==> src/rtl/pc_pkg.sv <==
`default_nettype none
// ============================================================================
// Module      : pc_pkg
// Description : Shared types and constants for the program-counter generator.
// Revision    : 1.0 - initial release
// ============================================================================
package pc_pkg;

    typedef enum logic [1:0] {
        MTVEC_DIRECT   = 2'b00,
        MTVEC_VECTORED = 2'b01
    } mtvec_mode_e;

    localparam int unsigned PC_STEP_32 = 4;
    localparam int unsigned PC_STEP_16 = 2;

    typedef enum logic [2:0] {
        SRC_TRAP = 3'd0,
        SRC_RET  = 3'd1,
        SRC_JUMP = 3'd2,
        SRC_HOLD = 3'd3,
        SRC_INCR = 3'd4
    } pc_src_e;

endpackage
`default_nettype wire

==> src/rtl/pc_hist.sv <==
`default_nettype none
// ============================================================================
// Module      : pc_hist
// Description : Delayed-PC shift register with per-stage valid, stall, flush.
// Revision    : 1.0 - initial release
// ============================================================================
module pc_hist #(
    parameter int unsigned          XLEN       = 32,
    parameter int unsigned          HIST_DEPTH = 2,
    parameter logic [XLEN-1:0]      RESET_VAL  = '0
) (
    input  logic                         clk_i,
    input  logic                         rst_i,
    input  logic                         stall_i,
    input  logic                         flush_i,
    input  logic [XLEN-1:0]              pc_i,
    output logic [HIST_DEPTH*XLEN-1:0]   pc_hist_o,
    output logic [HIST_DEPTH-1:0]        pc_hist_vld_o
);

    logic [XLEN-1:0] r_hist [HIST_DEPTH];
    logic            r_vld  [HIST_DEPTH];

    generate
        for (genvar k = 0; k < HIST_DEPTH; k++) begin : g_stage
            logic [XLEN-1:0] w_src;
            logic            w_vld_src;

            // Stage 0 is fed by the live PC and always marks a fresh entry valid.
            if (k == 0) begin : g_head
                assign w_src     = pc_i;
                assign w_vld_src = 1'b1;
            end else begin : g_tail
                assign w_src     = r_hist[k-1];
                assign w_vld_src = r_vld[k-1];
            end

            always_ff @(posedge clk_i or posedge rst_i) begin
                if (rst_i) begin
                    r_hist[k] <= RESET_VAL;
                end else if (!stall_i) begin
                    r_hist[k] <= w_src;
                end
            end

            always_ff @(posedge clk_i or posedge rst_i) begin
                if (rst_i) begin
                    r_vld[k] <= 1'b0;
                end else if (flush_i) begin
                    r_vld[k] <= 1'b0;
                end else if (!stall_i) begin
                    r_vld[k] <= w_vld_src;
                end
            end

            assign pc_hist_o[k*XLEN +: XLEN] = r_hist[k];
            assign pc_hist_vld_o[k]          = r_vld[k];
        end
    endgenerate

endmodule
`default_nettype wire

==> src/rtl/pc_gen.sv <==
`default_nettype none
// ============================================================================
// Module      : pc_gen
// Description : Fetch PC generator with trap/return/jump redirects and history.
// Revision    : 1.0 - initial release
// ============================================================================
module pc_gen
    import pc_pkg::*;
#(
    parameter int unsigned      XLEN       = 32,
    parameter int unsigned      HIST_DEPTH = 2,
    parameter logic [XLEN-1:0]  RESET_VAL  = '0,
    parameter bit               C_EXT      = 1'b0,
    parameter int unsigned      CAUSE_W    = 5
) (
    input  logic                        clk_i,
    input  logic                        rst_i,
    input  logic                        stall_i,
    input  logic                        incr_pc_i,
    input  logic                        compressed_i,
    input  logic                        exception_i,
    input  logic                        interrupt_i,
    input  logic [CAUSE_W-1:0]          cause_i,
    input  logic                        ret_i,
    input  logic                        load_arith_i,
    input  logic [XLEN-1:0]             arith_out_i,
    input  logic [XLEN-1:0]             mtvec_i,
    input  logic [XLEN-1:0]             mepc_i,
    input  logic                        flush_i,
    output logic [XLEN-1:0]             pc_o,
    output logic [HIST_DEPTH*XLEN-1:0]  pc_hist_o,
    output logic [HIST_DEPTH-1:0]       pc_hist_vld_o,
    output logic                        misalign_o
);

    localparam logic [XLEN-1:0] c_ret_mask = C_EXT ? ~XLEN'(1) : ~XLEN'(3);

    logic [XLEN-1:0] r_pc;
    logic            r_misalign;

    logic [XLEN-1:0] w_trap_base;
    logic [XLEN-1:0] w_cause_off;
    logic [XLEN-1:0] w_trap_target;
    logic [XLEN-1:0] w_ret_target;
    logic [XLEN-1:0] w_jump_target;
    logic            w_jump_bad;
    logic [XLEN-1:0] w_step;
    logic            w_reject;
    pc_src_e         w_src;
    logic [XLEN-1:0] w_next_pc;

    assign w_trap_base   = {mtvec_i[XLEN-1:2], 2'b00};
    assign w_cause_off   = XLEN'(cause_i) << 2;
    assign w_trap_target = (mtvec_i[1:0] == MTVEC_VECTORED && interrupt_i)
                         ? w_trap_base + w_cause_off : w_trap_base;
    assign w_ret_target  = mepc_i & c_ret_mask;
    assign w_jump_target = {arith_out_i[XLEN-1:1], 1'b0};
    assign w_jump_bad    = !C_EXT && arith_out_i[1];
    assign w_step        = (C_EXT && compressed_i) ? XLEN'(PC_STEP_16) : XLEN'(PC_STEP_32);

    always_comb begin
        w_src = SRC_HOLD;
        if (exception_i) begin
            w_src = SRC_TRAP;
        end else if (ret_i) begin
            w_src = SRC_RET;
        end else if (load_arith_i) begin
            w_src = SRC_JUMP;
        end else if (stall_i) begin
            w_src = SRC_HOLD;
        end else if (incr_pc_i) begin
            w_src = SRC_INCR;
        end
    end

    // A misaligned jump still wins priority, so lower-priority sources cannot sneak through.
    assign w_reject = (w_src == SRC_JUMP) && w_jump_bad;

    always_comb begin
        w_next_pc = r_pc;
        case (w_src)
            SRC_TRAP: w_next_pc = w_trap_target;
            SRC_RET:  w_next_pc = w_ret_target;
            SRC_JUMP: w_next_pc = w_reject ? r_pc : w_jump_target;
            SRC_INCR: w_next_pc = r_pc + w_step;
            default:  w_next_pc = r_pc;
        endcase
    end

    always_ff @(posedge clk_i or posedge rst_i) begin
        if (rst_i) begin
            r_pc       <= RESET_VAL;
            r_misalign <= 1'b0;
        end else begin
            r_pc       <= w_next_pc;
            r_misalign <= w_reject;
        end
    end

    pc_hist #(
        .XLEN       (XLEN),
        .HIST_DEPTH (HIST_DEPTH),
        .RESET_VAL  (RESET_VAL)
    ) u_pc_hist (
        .clk_i         (clk_i),
        .rst_i         (rst_i),
        .stall_i       (stall_i),
        .flush_i       (flush_i),
        .pc_i          (r_pc),
        .pc_hist_o     (pc_hist_o),
        .pc_hist_vld_o (pc_hist_vld_o)
    );

    assign pc_o       = r_pc;
    assign misalign_o = r_misalign;

endmodule
`default_nettype wire

==> config.mk <==
export PLATFORM = sky130hd
export DESIGN_NAME = pc_gen
export DESIGN_NICKNAME = d
export VERILOG_FILES = /design/src/rtl/pc_pkg.sv /design/src/rtl/pc_hist.sv /design/src/rtl/pc_gen.sv
export SDC_FILE = /design/constraint.sdc
export NUM_CORES = 1
export LEC_CHECK = 0
export CAP_MARGIN = 20
export CORE_MARGIN = 2
export CORE_UTILIZATION = 25
export CTS_BUF_LIST = sky130_fd_sc_hd__clkbuf_8
export DETAILED_ROUTE_END_ITERATION = 16
export PLACE_DENSITY = 0.47
export SLEW_MARGIN = 40
export SYNTH_ARGS = -nofsm -noshare
export SYNTH_HDL_FRONTEND = slang
export SYNTH_SLANG_ARGS = --single-unit
==> constraint.sdc <==
create_clock -name clk_i -period 4.5 [get_ports clk_i]
set_input_delay 0.9 -clock clk_i [delete_from_list [all_inputs] [get_ports clk_i]]
set_output_delay 0.9 -clock clk_i [all_outputs]
set_load 0.05 [all_outputs]
### After elaboration in Yosys (flattened, before gate mapping)

Index checks and enable logic that the tools add are counted.

* logic and storage cells: 31
* output and inout port bits: 99
* flip-flop bits (word level): 99
* bits of input ports: 111

* muxes and demuxes: 12
* eq/ne operators: 6
* add/subtract/negate cells: 2
* reduce and logical (&&, ||, !) cells: 5

Operators by type and width (number)
* 32-bit one-hot mux with 4 select lines: 1
* 32-bit 2-to-1 mux: 2
* 32-bit by 3-bit adder with 32-bit output (second input constant): 1
* 32-bit by 7-bit adder with 32-bit output: 1
* 3-bit 2-to-1 mux: 5
* 1-bit 2-to-1 mux: 4
* 4-bit nonzero test: 1
* 3-bit by 1-bit == test with 1-bit output (second input constant): 1
* 3-bit by 2-bit == test with 1-bit output (second input constant): 1
* 3-bit == test (second input constant): 1
* 3-bit logical NOT: 1
* 2-bit by 1-bit == test with 1-bit output (second input constant): 1
* 1-bit logical AND: 2
* 2-bit by 1-bit != test with 1-bit output (second input constant): 1
* 2-bit != test (second input constant): 1
* 2-bit AND reduction: 1

### Logic depth before layout (Yosys ltp)

* word-level depth: 9
* gate-level depth with buffers: 9
* gate-level depth less buffers: 8

### Hierarchy

From an unflattened synthesis, not the netlist that was laid out.

* cells, all modules: 554
* area total of the unflattened synthesis: 5921.9 µm²

By module, submodules not included
* pc_gen: area each 3299.4 µm², times used 1, cells an instance 411
* pc_hist: area each 2622.5 µm², times used 1, cells an instance 143

### Worst setup path after synthesis

No wires, ideal clock.

* path type: input port to flip-flop
* from: input cause_i[0]
* to: register r_pc[26] (netlist: pc_o[26])
* path buffers: 0
* stages on the path: 8
* arrival time: 2.615 ns
* path slack: 1.759 ns
* cell sequence: ha_1 -> fa_1 -> a21oi_1 -> o21ai_1 -> nand4_1 -> xor2_1 -> o221ai_1 -> a221o_1

* longest elaborated chain between the ends: 3

Ends and longest elaborated chain
* from (decl): line pc_gen.sv:23 `input logic [CAUSE_W-1:0] cause_i,`
* 32-bit by 7-bit adder with 32-bit output: line pc_gen.sv:55 `? w_trap_base + w_cause_off : w_trap_base;`
* 32-bit 2-to-1 mux: line pc_gen.sv:55
* 32-bit one-hot mux with 4 select lines: line pc_gen.sv:81 `case (w_src)`
* to (signal assigned): line pc_gen.sv:95 `r_pc <= w_next_pc;`
* to (decl): line pc_gen.sv:38 `logic [XLEN-1:0] r_pc;`

Every way passes these cells.
A chain may end at the register's enable or synchronous reset.

### Worst setup path after layout

* from: input mtvec_i[6]
* to: register r_pc[29] (netlist: pc_o[29])

* longest elaborated chain between the ends: 3

Ends and longest elaborated chain
* from (decl): line pc_gen.sv:27 `input logic [XLEN-1:0] mtvec_i,`
* 32-bit by 7-bit adder with 32-bit output: line pc_gen.sv:55
* 32-bit 2-to-1 mux: line pc_gen.sv:55
* 32-bit one-hot mux with 4 select lines: line pc_gen.sv:81

Every way passes these cells.

==> flow_metrics.env <==
export IMPL_status="complete, no violations"
export IMPL_synth_top_cell_by_area="dfrtp_1"
export IMPL_antenna_found_initial=0
export IMPL_fp_coreArea_um2=21900
export IMPL_synth_area_um2=5580
export IMPL_crit_type="input pin to flop"
export IMPL_die_area_um2=23500
export IMPL_first_pass_iters=5
export IMPL_crit_path_max_fanout=7
export IMPL_skew_ps=12.0
export IMPL_critPathBufInv=1
export IMPL_dpl_cell_area_um2=7900
export IMPL_yosys_warnings=0
export IMPL_hold_buffers=0
export IMPL_start_util=0.255
export IMPL_cp_cell_sequence="clkdlybuf4s50_1, ha_1, a21oi_1, nand2_1, o21ai_1, nor3_1, o21ai_0, a32oi_1"
export IMPL_rows=54
export IMPL_r2r_start="pc_o[3]"
export IMPL_grt_pass1_vias=5362
export IMPL_critPathSlowestCell="o21ai_1"
export IMPL_drc=0
export IMPL_syn_inst=546
export IMPL_syn2layout_area_growth_pct=45.4
export IMPL_drive_gt1_frac=0.138
export IMPL_die_x_um=153
export IMPL_cts_setup_buffers=0
export IMPL_synth_seq_area_share=0.431
export IMPL_ant_nets=0
export IMPL_grt_pass1_wl_mm=31.7
export IMPL_drt_iter0_markers=327
export IMPL_fillers=2190
export IMPL_worstSetupStartpointType="input pin"
export IMPL_critPathRequiredTime_ps=4730
export IMPL_hp_start="u_pc_hist.pc_hist_o[55]"
export IMPL_slew_headroom=0.481
export IMPL_num_nets_final=857
export IMPL_clock_root_buffer="clkbuf_8"
export IMPL_fin_setup_tns_ps=0
export IMPL_rrSetupSlack_ps=2170
export IMPL_setup_violations=0
export IMPL_wire_per_inst_um=19.9
export IMPL_path_clk_slew_ps=100
export IMPL_p_leak_uw=0.00317
export IMPL_hold_viol=0
export IMPL_timing_final_crit_share=0.705
export IMPL_synth_edf_count=0
export IMPL_ff2ff_path_depth=6
export IMPL_synth_commonest_cells="dfrtp_1, mux2_2, nand2_1"
export IMPL_syn_avg_cell_area_um2=10.2
export IMPL_synthArstFlopShare=1.00
export IMPL_antenna_cells=0
export IMPL_grt_overflow=0
export IMPL_io_buffers=202
export IMPL_cpLargestDelayFamily="compound AO/OA/AOI/OAI gates"
export IMPL_synth_cell_types=65
export IMPL_post_cts_resized=0
export IMPL_die_h_um=153
export IMPL_gp_congestion=0.894
export IMPL_ys_ff_latch=96
export IMPL_cts_sinks=96
export IMPL_cts_tree="built"
export IMPL_tightest_slew_ps=778
export IMPL_crit_reg2reg_capture="pc_o[26]"
export IMPL_ys_top_cells_by_area="dfrtp_1, mux2_2, xnor2_1"
export IMPL_ys_flop_type="dfrtp_1"
export IMPL_synth_most_common_cell="dfrtp_1"
export IMPL_finalCriticalPeriod_ps=3170
export IMPL_rsz0062_at_grt="false"
export IMPL_holdPathStages=1
export IMPL_htreeDepth=3
export IMPL_synth_top_area_share=0.431
export IMPL_cap_viol_max_count=0
export IMPL_grt_max_degree=70
export IMPL_pin_count=210
export IMPL_grt_usage=0.173
export IMPL_p_per_area_nw_per_um2=373
export IMPL_vias=5239
export IMPL_critPathMaxStageDelay_ps=530
export IMPL_drv_slew=0
export IMPL_clock_latency_ps=370
export IMPL_fin_area_um2=8110
export IMPL_fmax_ghz=0.315
export IMPL_peakVddDrop_uv=104
export IMPL_dp_hpwl_mm=15.7
export IMPL_hold_path_class="flop to flop"
export IMPL_min_to="u_pc_hist.pc_hist_o[55]"
export IMPL_cts_buffer_depth=2
export IMPL_worstPathArrival_ps=3400
export IMPL_endpoint_kind="flop"
export IMPL_cts_buffers=9
export IMPL_wirelength_mm=20.4
export IMPL_viasPerCell=5.12
## logic make-up after synthesis
group / Yosys count / share of synthesized area
adder cells (fa/ha/maj): 7 / 0.0170
XOR/XNOR: 30 / 0.0471
multiplexers: 59 / 0.119
AND/OR/NAND/NOR: 161 / 0.157
buffers and inverters: 43 / 0.0350
other: 1 / 0.000672
AO/OA/AOI/OAI: 149 / 0.194
flip-flops: 96 / 0.431
## per-layer routing
layer,vias up,part of all wire,track usage
met5,-,0,0
met4,0,0.021,0.0516
met3,21,0.060,0.0269
met1,2540,0.47,0.247
met2,217,0.45,0.271
li1,2461,-,-
## through the flow
| step | instances | worst slack [ps] | total power, µW | hold WS (ps) | utilization |
|---|---|---|---|---|---|
| 2_1_floorplan | 548 | 1090 | 1920 | 505 | - |
| 3_3_place_gp | 1008 | 927 | 2430 | 486 | 0.361 |
| 3_5_place_dp | 1008 | 992 | 2450 | 494 | 0.361 |
| 4_1_cts | 1024 | 1380 | 3060 | 517 | 0.370 |
| 5_1_grt | 1024 | 1140 | 3170 | 526 | 0.370 |
| 6_report | 1024 | 1330 | 3020 | 512 | 0.370 |
## where the power goes
| part | internal, µW | switching (µW) |
|---|---|---|
| Combinational | 484 | 791 |
| Sequential | 1000 | 141 |
| Clock | 275 | 331 |
## flip-flops by register name, indices dropped and copies added (netlist names)
register and flops:
u_pc_hist.g_stage.w_vld_src 1, pc_o 31, u_pc_hist.g_stage.w_src 31, misalign_o 1, u_pc_hist.pc_hist_o 31, u_pc_hist.pc_hist_vld_o 1
## placed cells by master (no fill, tap or decap), types with 3 or more instances in the layout
| master | netlist | layout |
|---|---|---|
| a21o_1 | 3 | 3 |
| a21oi_1 | 22 | 22 |
| a221o_1 | 10 | 10 |
| a221oi_1 | 11 | 11 |
| a222oi_1 | 6 | 6 |
| a22oi_1 | 7 | 7 |
| a31oi_1 | 11 | 11 |
| and2_1 | 4 | 3 |
| and3_1 | 13 | 12 |
| and4_1 | 4 | 4 |
| buf_4 | 4 | 10 |
| clkbuf_8 | 0 | 10 |
| clkdlybuf4s50_1 | 0 | 201 |
| conb_1 | 1 | 3 |
| dfrtp_1 | 96 | 96 |
| ha_1 | 6 | 6 |
| inv_1 | 10 | 9 |
| mux2_2 | 57 | 57 |
| nand2_1 | 42 | 42 |
| nand2b_1 | 5 | 5 |
| nand3_1 | 26 | 26 |
| nand4_1 | 9 | 9 |
| nand4_2 | 3 | 3 |
| nor2_1 | 26 | 26 |
| nor3_1 | 10 | 10 |
| nor3b_1 | 3 | 3 |
| nor4_1 | 4 | 4 |
| o211ai_1 | 5 | 5 |
| o21a_1 | 4 | 4 |
| o21ai_0 | 32 | 32 |
| o21ai_1 | 5 | 5 |
| o221ai_1 | 7 | 7 |
| xnor2_1 | 20 | 20 |
| xor2_1 | 10 | 10 |
## area by class of cell
class | instances | area (µm²) | share of cell area
multi-input combinational | 409 | 2990 | 0.369
sequential | 96 | 2400 | 0.296
timing repair buffer | 213 | 2120 | 0.261
tap | 280 | 350 | 0.0432
clock buffer | 10 | 138 | 0.0170
clock inverter | 6 | 67.6 | 0.00833
inverter | 10 | 40.0 | 0.00494
## worst max-delay path by stage
stage | cells past startpoint | start | slack (ps) | endpoint
finish | 8 | mtvec_i[6] | 1330 | pc_o[29]
global route | 8 | mtvec_i[6] | 1140 | pc_o[29]
CTS | 8 | mtvec_i[6] | 1380 | pc_o[29]
detailed placement | 9 | mtvec_i[2] | 990 | pc_o[26]
global placement | 7 | exception_i | 930 | pc_o[10]
floorplan | 1 | rst_i | 1090 | misalign_o
Power figures use the tool's default switching activity.
